--- config.mk ---
export PLATFORM = sky130hd
export DESIGN_NAME = pkt_marker_finder
export DESIGN_NICKNAME = d
export VERILOG_FILES = /design/src/rtl/pkt_finder_pkg.sv /design/src/rtl/pkt_lane_chain.sv /design/src/rtl/pkt_marker_finder.sv
export SDC_FILE = /design/constraint.sdc
export NUM_CORES = 1
export LEC_CHECK = 0
export CAP_MARGIN = 20
export CORE_AREA = 2 2 109 111
export DETAILED_ROUTE_END_ITERATION = 8
export DIE_AREA = 0 0 111 113
export PLACE_DENSITY = 0.51
export SYNTH_ARGS = -nofsm -noshare
export SYNTH_HDL_FRONTEND = slang
export SYNTH_SLANG_ARGS = --single-unit
--- constraint.sdc ---
create_clock -name clk -period 3.9 [get_ports clk]
set_input_delay 0.39 -clock clk [delete_from_list [all_inputs] [get_ports clk]]
set_output_delay 0.39 -clock clk [all_outputs]
set_load 0.05 [all_outputs]
--- src/rtl/pkt_finder_pkg.sv ---
// Shared types and default parameters for the packet marker finder.
//   frame_state_e : frame tracking state (IDLE = frame start, ACTIVE = mid-frame)
//   DEF_*         : default lane geometry
package pkt_finder_pkg;

  typedef enum logic {
    IDLE   = 1'b0,
    ACTIVE = 1'b1
  } frame_state_e;

  localparam int DEF_LANES  = 16;
  localparam int DEF_LANE_W = 16;
  localparam int DEF_MARK_W = 2;

endpackage

--- src/rtl/pkt_lane_chain.sv ---
// Combinational lane eligibility chain.
// A lane is eligible when the previous lane was not eligible or carried a
// marker; lane 0 takes its "previous lane" from the carry of the last beat.
//   mark       : per-lane marker flags
//   carry_elig : eligibility of the last lane of the previous beat
//   carry_mark : marker flag of the last lane of the previous beat
//   elig       : per-lane eligibility
//   hits       : eligible lanes that carry a marker
module pkt_lane_chain
  import pkt_finder_pkg::*;
#(
  parameter int LANES = DEF_LANES
) (
  input  logic [LANES-1:0] mark,
  input  logic             carry_elig,
  input  logic             carry_mark,
  output logic [LANES-1:0] elig,
  output logic [LANES-1:0] hits
);

  always_comb begin
    elig    = '0;
    elig[0] = ~carry_elig | carry_mark;
    for (int i = 1; i < LANES; i++) begin
      elig[i] = ~elig[i-1] | mark[i-1];
    end
  end

  assign hits = elig & mark;

endmodule

--- src/rtl/pkt_marker_finder.sv ---
// Packet marker finder: flags marker lanes that are eligible under the lane
// chain rule, tracking the chain across beats of a frame.
// Optional feature macro: PKT_FINDER_STATS_EN adds the hit_count port.
//   clk, rst_n          : clock, synchronous active-low reset
//   in_valid/in_ready   : input beat handshake
//   in_data, in_last    : lane data (lane i at [LANE_W*i +: LANE_W]), frame end
//   out_valid/out_ready : result handshake
//   out_hits, out_last  : per-lane hit flags, registered in_last
//   hit_count           : saturating total of handed-off hits (stats build only)
//
// state  | meaning
// IDLE   | next beat starts a frame, chain carry forced to zero
// ACTIVE | mid-frame, chain continues from the stored carry
module pkt_marker_finder
  import pkt_finder_pkg::*;
#(
  parameter int LANES  = DEF_LANES,
  parameter int LANE_W = DEF_LANE_W,
  parameter int MARK_W = DEF_MARK_W
) (
  input  logic                    clk,
  input  logic                    rst_n,
  input  logic                    in_valid,
  output logic                    in_ready,
  input  logic [LANES*LANE_W-1:0] in_data,
  input  logic                    in_last,
  output logic                    out_valid,
  input  logic                    out_ready,
  output logic [LANES-1:0]        out_hits,
  output logic                    out_last
`ifdef PKT_FINDER_STATS_EN
  ,
  output logic [31:0]             hit_count
`endif
);

  frame_state_e     state_q, state_d;
  logic             carry_elig_q, carry_elig_d;
  logic             carry_mark_q, carry_mark_d;
  logic [LANES-1:0] mark;
  logic [LANES-1:0] elig;
  logic [LANES-1:0] hits;
  logic             accept;
  logic             chain_elig;
  logic             chain_mark;
  logic             bits_unused;

  always_comb begin
    mark = '0;
    for (int i = 0; i < LANES; i++) begin
      mark[i] = &in_data[LANE_W*i +: MARK_W];
    end
  end

  // Only the marker field and the last lane's eligibility matter downstream.
  assign bits_unused = ^{in_data, elig};

  // Reset term keeps in_ready high while out_valid is being cleared.
  assign in_ready = ~rst_n | ~out_valid | out_ready;
  assign accept   = in_valid & in_ready;

  assign chain_elig = (state_q == ACTIVE) ? carry_elig_q : 1'b0;
  assign chain_mark = (state_q == ACTIVE) ? carry_mark_q : 1'b0;

  pkt_lane_chain #(.LANES(LANES)) u_chain (
    .mark       (mark),
    .carry_elig (chain_elig),
    .carry_mark (chain_mark),
    .elig       (elig),
    .hits       (hits)
  );

  always_comb begin
    state_d      = state_q;
    carry_elig_d = carry_elig_q;
    carry_mark_d = carry_mark_q;
    if (accept) begin
      if (in_last) begin
        state_d      = IDLE;
        carry_elig_d = 1'b0;
        carry_mark_d = 1'b0;
      end else begin
        state_d      = ACTIVE;
        carry_elig_d = elig[LANES-1];
        carry_mark_d = mark[LANES-1];
      end
    end
  end

  always_ff @(posedge clk) begin
    if (!rst_n) begin
      state_q      <= IDLE;
      carry_elig_q <= 1'b0;
      carry_mark_q <= 1'b0;
    end else begin
      state_q      <= state_d;
      carry_elig_q <= carry_elig_d;
      carry_mark_q <= carry_mark_d;
    end
  end

  always_ff @(posedge clk) begin
    if (!rst_n) begin
      out_valid <= 1'b0;
      out_hits  <= '0;
      out_last  <= 1'b0;
    end else if (accept) begin
      out_valid <= 1'b1;
      out_hits  <= hits;
      out_last  <= in_last;
    end else if (out_ready) begin
      out_valid <= 1'b0;
    end
  end

`ifdef PKT_FINDER_STATS_EN
  logic [32:0] count_sum;

  assign count_sum = {1'b0, hit_count} + 33'($countones(out_hits));

  always_ff @(posedge clk) begin
    if (!rst_n) begin
      hit_count <= '0;
    end else if (out_valid && out_ready) begin
      hit_count <= count_sum[32] ? 32'hFFFF_FFFF : count_sum[31:0];
    end
  end
`endif

endmodule

==> reports/qor.txt <==
PLACED DESIGN
-----------------------------------------------------------------------------------------------------------------
Number of buffer cells added on primary ports                                                                  55
HPWL after detailed placement                                                                             3120 um
Post-Place Worst Slack                                                                                    1.41 ns
Global placer's final weighted congestion                                                                   0.739

DRT
-----------------------------------------------------------------------------------------------------------------
Number of remaining DRC errors                                                                                  0
WL/cell                                                                                                   12.0 um
Final routed wirelength across all metal layers                                                           3900 um
Via count                                                                                                   1,129
Via-to-Cell Ratio                                                                                            3.47
Number of antenna-violating nets in the routed design                                                           0
DRT iter0 DRCs                                                                                                 51
Router iterations before antenna repair                                                                         4

YOSYS
-----------------------------------------------------------------------------------------------------------------
Mux share of post-synthesis cell area                                                                           0
Mapped Nets                                                                                                   388
Post-synthesis area per instance                                                                       8.26 sq um
Post-synthesis sequential area ratio                                                                        0.401
Synth unique cells                                                                                             34
Top area cells in the synthesized netlist                                                            sky130_fd_sc_hd__dfxtp_1 (40%), sky130_fd_sc_hd__nand2_1 (8.9%), sky130_fd_sc_hd__a21oi_1 (7.2%)
Number of storage elements in the synthesis netlist                                                            21
Post-synthesis xor/xnor area fraction                                                                           0
Synthesis warning total                                                                                         0
Arithmetic-cell share of the synthesized area counting full adders, half adders and majority gates              0
Top_reg_cell synth                                                                                   sky130_fd_sc_hd__dfxtp_1
Top-area cell type share of the netlist area                                                                0.401
Number of enable flip-flop cells after synthesis                                                                0
Number of standard cells after synthesis                                                                      127
Leading area contributor after synthesis                                                             sky130_fd_sc_hd__dfxtp_1
Main combinational cell family by area after synthesis                                               simple AND/OR/NAND/NOR gates
Synthesized-area fraction occupied by and/or/nand/nor cells                                                 0.323
Post-synthesis compound-gate area fraction                                                                  0.243
Total standard cell area after synthesis                                                             0.00105 sq mm
Share of async-settable or async-resettable flops after synthesis                                               0

STA
-----------------------------------------------------------------------------------------------------------------
Fin crit share                                                                                              0.600
Final number of hold-violating endpoints                                                                        0
Fmax achieved                                                                                             427 MHz
Slew margin rel.                                                                                            0.441
Setup repair after global routing missed its margin                                                         false
Final period demand of the worst path                                                                     2.34 ns
Worst Max-Slew Pin Slew                                                                                  0.836 ns
Finish-stage setup viols                                                                                        0
Max-slew violations                                                                                             0
Layout Skew                                                                                            0.00206 ns
Sum Neg Setup Slack                                                                                          0 ns
Post-route setup slack                                                                                    1.56 ns

CLOCK TREE
-----------------------------------------------------------------------------------------------------------------
Total number of clock tree sinks                                                                               21
Clock-pin slew on the worst setup and hold paths                                                          0.06 ns
Number of post-CTS setup repair buffers                                                                         0
Number of hold buffers added after cts                                                                          0
Post-cts gate resize count                                                                                      0
CTS tree                                                                                                     done
Root buf cell                                                                                        sky130_fd_sc_hd__clkbuf_16
H-Tree Depth                                                                                                    1
Number of buffers added by the clock tree synthesis step                                                        3
Clock latency on the worst-skew pair                                                                      0.25 ns
Number of buffers on the longest clock path                                                                     2

DIE
-----------------------------------------------------------------------------------------------------------------
Effective utilization at floorplan                                                                         0.0930
Area of the core                                                                                     0.0113 sq mm
Number of top-level design ports                                                                              280
Die Span X                                                                                                 111 um
Die outline area                                                                                     0.0125 sq mm
Floorplan die height                                                                                       113 um
Rows                                                                                                           39

WORST SETUP PATH
-----------------------------------------------------------------------------------------------------------------
Largest fanout of any net on the critical path                                                                 16
Endpoint class of the critical path                                                                   output port
Cell count of the worst reg-to-reg path                                                                         6
Setup slack of the most critical reg-to-reg path                                                          2.15 ns
Launch instance of the worst register-to-register path                                               out_valid$_SDFFE_PN0P_
Worst Setup Start Kind                                                                                  input pin
Capturing point of the worst reg2reg path                                                            out_hits[2]$_SDFFE_PN0P_
End of the critical path                                                                                 in_ready
Worst EP required                                                                                         3.51 ns
CP startpoint                                                                                               rst_n
WS Path Type                                                                                         input pin to output port
Endpoint arrival time on the critical path                                                                1.95 ns

GLOBAL ROUTE
-----------------------------------------------------------------------------------------------------------------
Initial antenna violation count                                                                                 0
Maximum number of pins on one net before global-route repair                                                   26
Global-route wire length before repair                                                                    6070 um
Via count of the first global-routing pass                                                                  1,133
GRT Overall Usage                                                                                          0.0612
Remaining Overflow, GRT                                                                                         0

POWER
-----------------------------------------------------------------------------------------------------------------
Worst vdd ir                                                                                               145 uV
Leakage dissipation                                                                                      0.638 nW
Power Dens Cells                                                                                      323 mW/mm^2
Final Power                                                                                            0.000595 W

LAYOUT
-----------------------------------------------------------------------------------------------------------------
Layout Area Growth over Synthesis                                                                           75.8%
Reg area                                                                                                420 sq um
Filler cell count in the final layout                                                                       1,245
Layout cell share with drive strength beyond 1                                                             0.0989
Number of nets in the layout                                                                                  444
Multi-input gate area in the final layout                                                               594 sq um
Antenna cells                                                                                                   0

RUN STATUS
-----------------------------------------------------------------------------------------------------------------
Status                                                                                                  completed

MIN PATH
-----------------------------------------------------------------------------------------------------------------
Kind of path behind the tightest hold check                                                          register to register

RUN
-----------------------------------------------------------------------------------------------------------------
Max Cap Viol                                                                                                    0

cell usage in the layout, fill, tap and decap left out, types with 2 or more instances in the layout:
cell / count
sky130_fd_sc_hd__a21boi_0: 2
sky130_fd_sc_hd__a21oi_1: 15
sky130_fd_sc_hd__a22oi_1: 2
sky130_fd_sc_hd__a32oi_1: 2
sky130_fd_sc_hd__and2_1: 2
sky130_fd_sc_hd__and3_4: 2
sky130_fd_sc_hd__buf_4: 2
sky130_fd_sc_hd__clkbuf_16: 3
sky130_fd_sc_hd__clkdlybuf4s50_1: 55
sky130_fd_sc_hd__dfxtp_1: 21
sky130_fd_sc_hd__nand2_1: 25
sky130_fd_sc_hd__nand3_1: 9
sky130_fd_sc_hd__nand4_1: 4
sky130_fd_sc_hd__nor2_1: 8
sky130_fd_sc_hd__nor2b_1: 2
sky130_fd_sc_hd__nor3_1: 3
sky130_fd_sc_hd__o21ai_0: 3
sky130_fd_sc_hd__o31ai_1: 3
sky130_fd_sc_hd__o31ai_2: 2
sky130_fd_sc_hd__or3_1: 2
how the worst min path moves through the flow:
stage	end	start	cells after the start	slack [ns]
floorplan	carry_mark_q$_SDFFE_PN0P_	carry_mark_q$_SDFFE_PN0P_	2	0.48
global placement	out_hits[6]$_SDFFE_PN0P_	out_hits[6]$_SDFFE_PN0P_	2	0.44
detailed placement	out_hits[6]$_SDFFE_PN0P_	out_hits[6]$_SDFFE_PN0P_	2	0.45
CTS	out_hits[6]$_SDFFE_PN0P_	out_hits[6]$_SDFFE_PN0P_	2	0.46
global route	out_hits[6]$_SDFFE_PN0P_	out_hits[6]$_SDFFE_PN0P_	2	0.49
finish	out_hits[6]$_SDFFE_PN0P_	out_hits[6]$_SDFFE_PN0P_	2	0.46
registers in the layout, summed over array words and instances, names as in the netlist:
name / flops
carry_elig_q: 1
carry_mark_q: 1
out_hits: 16
out_last: 1
out_valid: 1
state_q: 1
synthesized netlist by cell type (2+ instances only):
library cell	instances
sky130_fd_sc_hd__a21boi_0	2
sky130_fd_sc_hd__o31ai_2	2
sky130_fd_sc_hd__and2_1	2
sky130_fd_sc_hd__a32oi_1	2
sky130_fd_sc_hd__nand2_1	25
sky130_fd_sc_hd__nand4_1	4
sky130_fd_sc_hd__nor2_1	8
sky130_fd_sc_hd__nand3_1	9
sky130_fd_sc_hd__o21ai_0	3
sky130_fd_sc_hd__o31ai_1	3
sky130_fd_sc_hd__nor3_1	3
sky130_fd_sc_hd__clkbuf_1	2
sky130_fd_sc_hd__or3_1	2
sky130_fd_sc_hd__buf_2	3
sky130_fd_sc_hd__dfxtp_1	21
sky130_fd_sc_hd__a22oi_1	2
sky130_fd_sc_hd__and3_4	2
sky130_fd_sc_hd__nor2b_1	2
sky130_fd_sc_hd__a21oi_1	15
power breakdown:
part	switching (W)	total (W)	internal [W]	leakage [nW]
Sequential	0.00000522	0.000228	0.000223	0.171
Clock	0.0000854	0.000223	0.000138	0.0409
Combinational	0.0000771	0.000143	0.0000663	0.426
cell type report:
cell class,instances,share of cell area
clock buffers,3,0.0407
clock inverters,1,0.00272
inverters,1,0.00204
multi-input cells,99,0.322
flip-flops and latches,21,0.228
well taps,143,0.0971
repair buffers,57,0.307
metrics by stage:
stage                util  instances  instance area (sq um)  hold WS [ns]
floorplan               -        127                   1050         0.480
global placement    0.156        321                   1760         0.438
detailed placement  0.156        321                   1760         0.451
CTS                 0.164        325                   1840         0.464
global route        0.164        325                   1840         0.493
finish              0.164        325                   1840         0.457
critical path: stages:
cell	delay (ns)
sky130_fd_sc_hd__clkdlybuf4s50_1	0.39
sky130_fd_sc_hd__buf_4	0.19
sky130_fd_sc_hd__nand3b_1	0.15
sky130_fd_sc_hd__clkdlybuf4s50_1	0.82
per-layer routing:
| layer | wire length, um | GRT usage | vias up | share of wire |
|---|---|---|---|---|
| met3 | 347 | 0.0246 | 2 | 0.089 |
| met1 | 1830 | 0.0793 | 519 | 0.47 |
| li1 | - | - | 573 | - |
| met2 | 1710 | 0.0969 | 35 | 0.44 |
| met4 | 16 | 0.0125 | 0 | 0.0041 |
| met5 | 0 | 0 | - | 0 |
cell families (layout without fill, tap and decap cells):
| family | count (synthesis) | after routing |
|---|---|---|
| DFF | 21 | 21 |
| and+or+nand+nor | 64 | 64 |
| buffers and inverters | 7 | 62 |
| AOI/OAI and AO/OA | 35 | 35 |
Power figures use the tool's default switching activity.
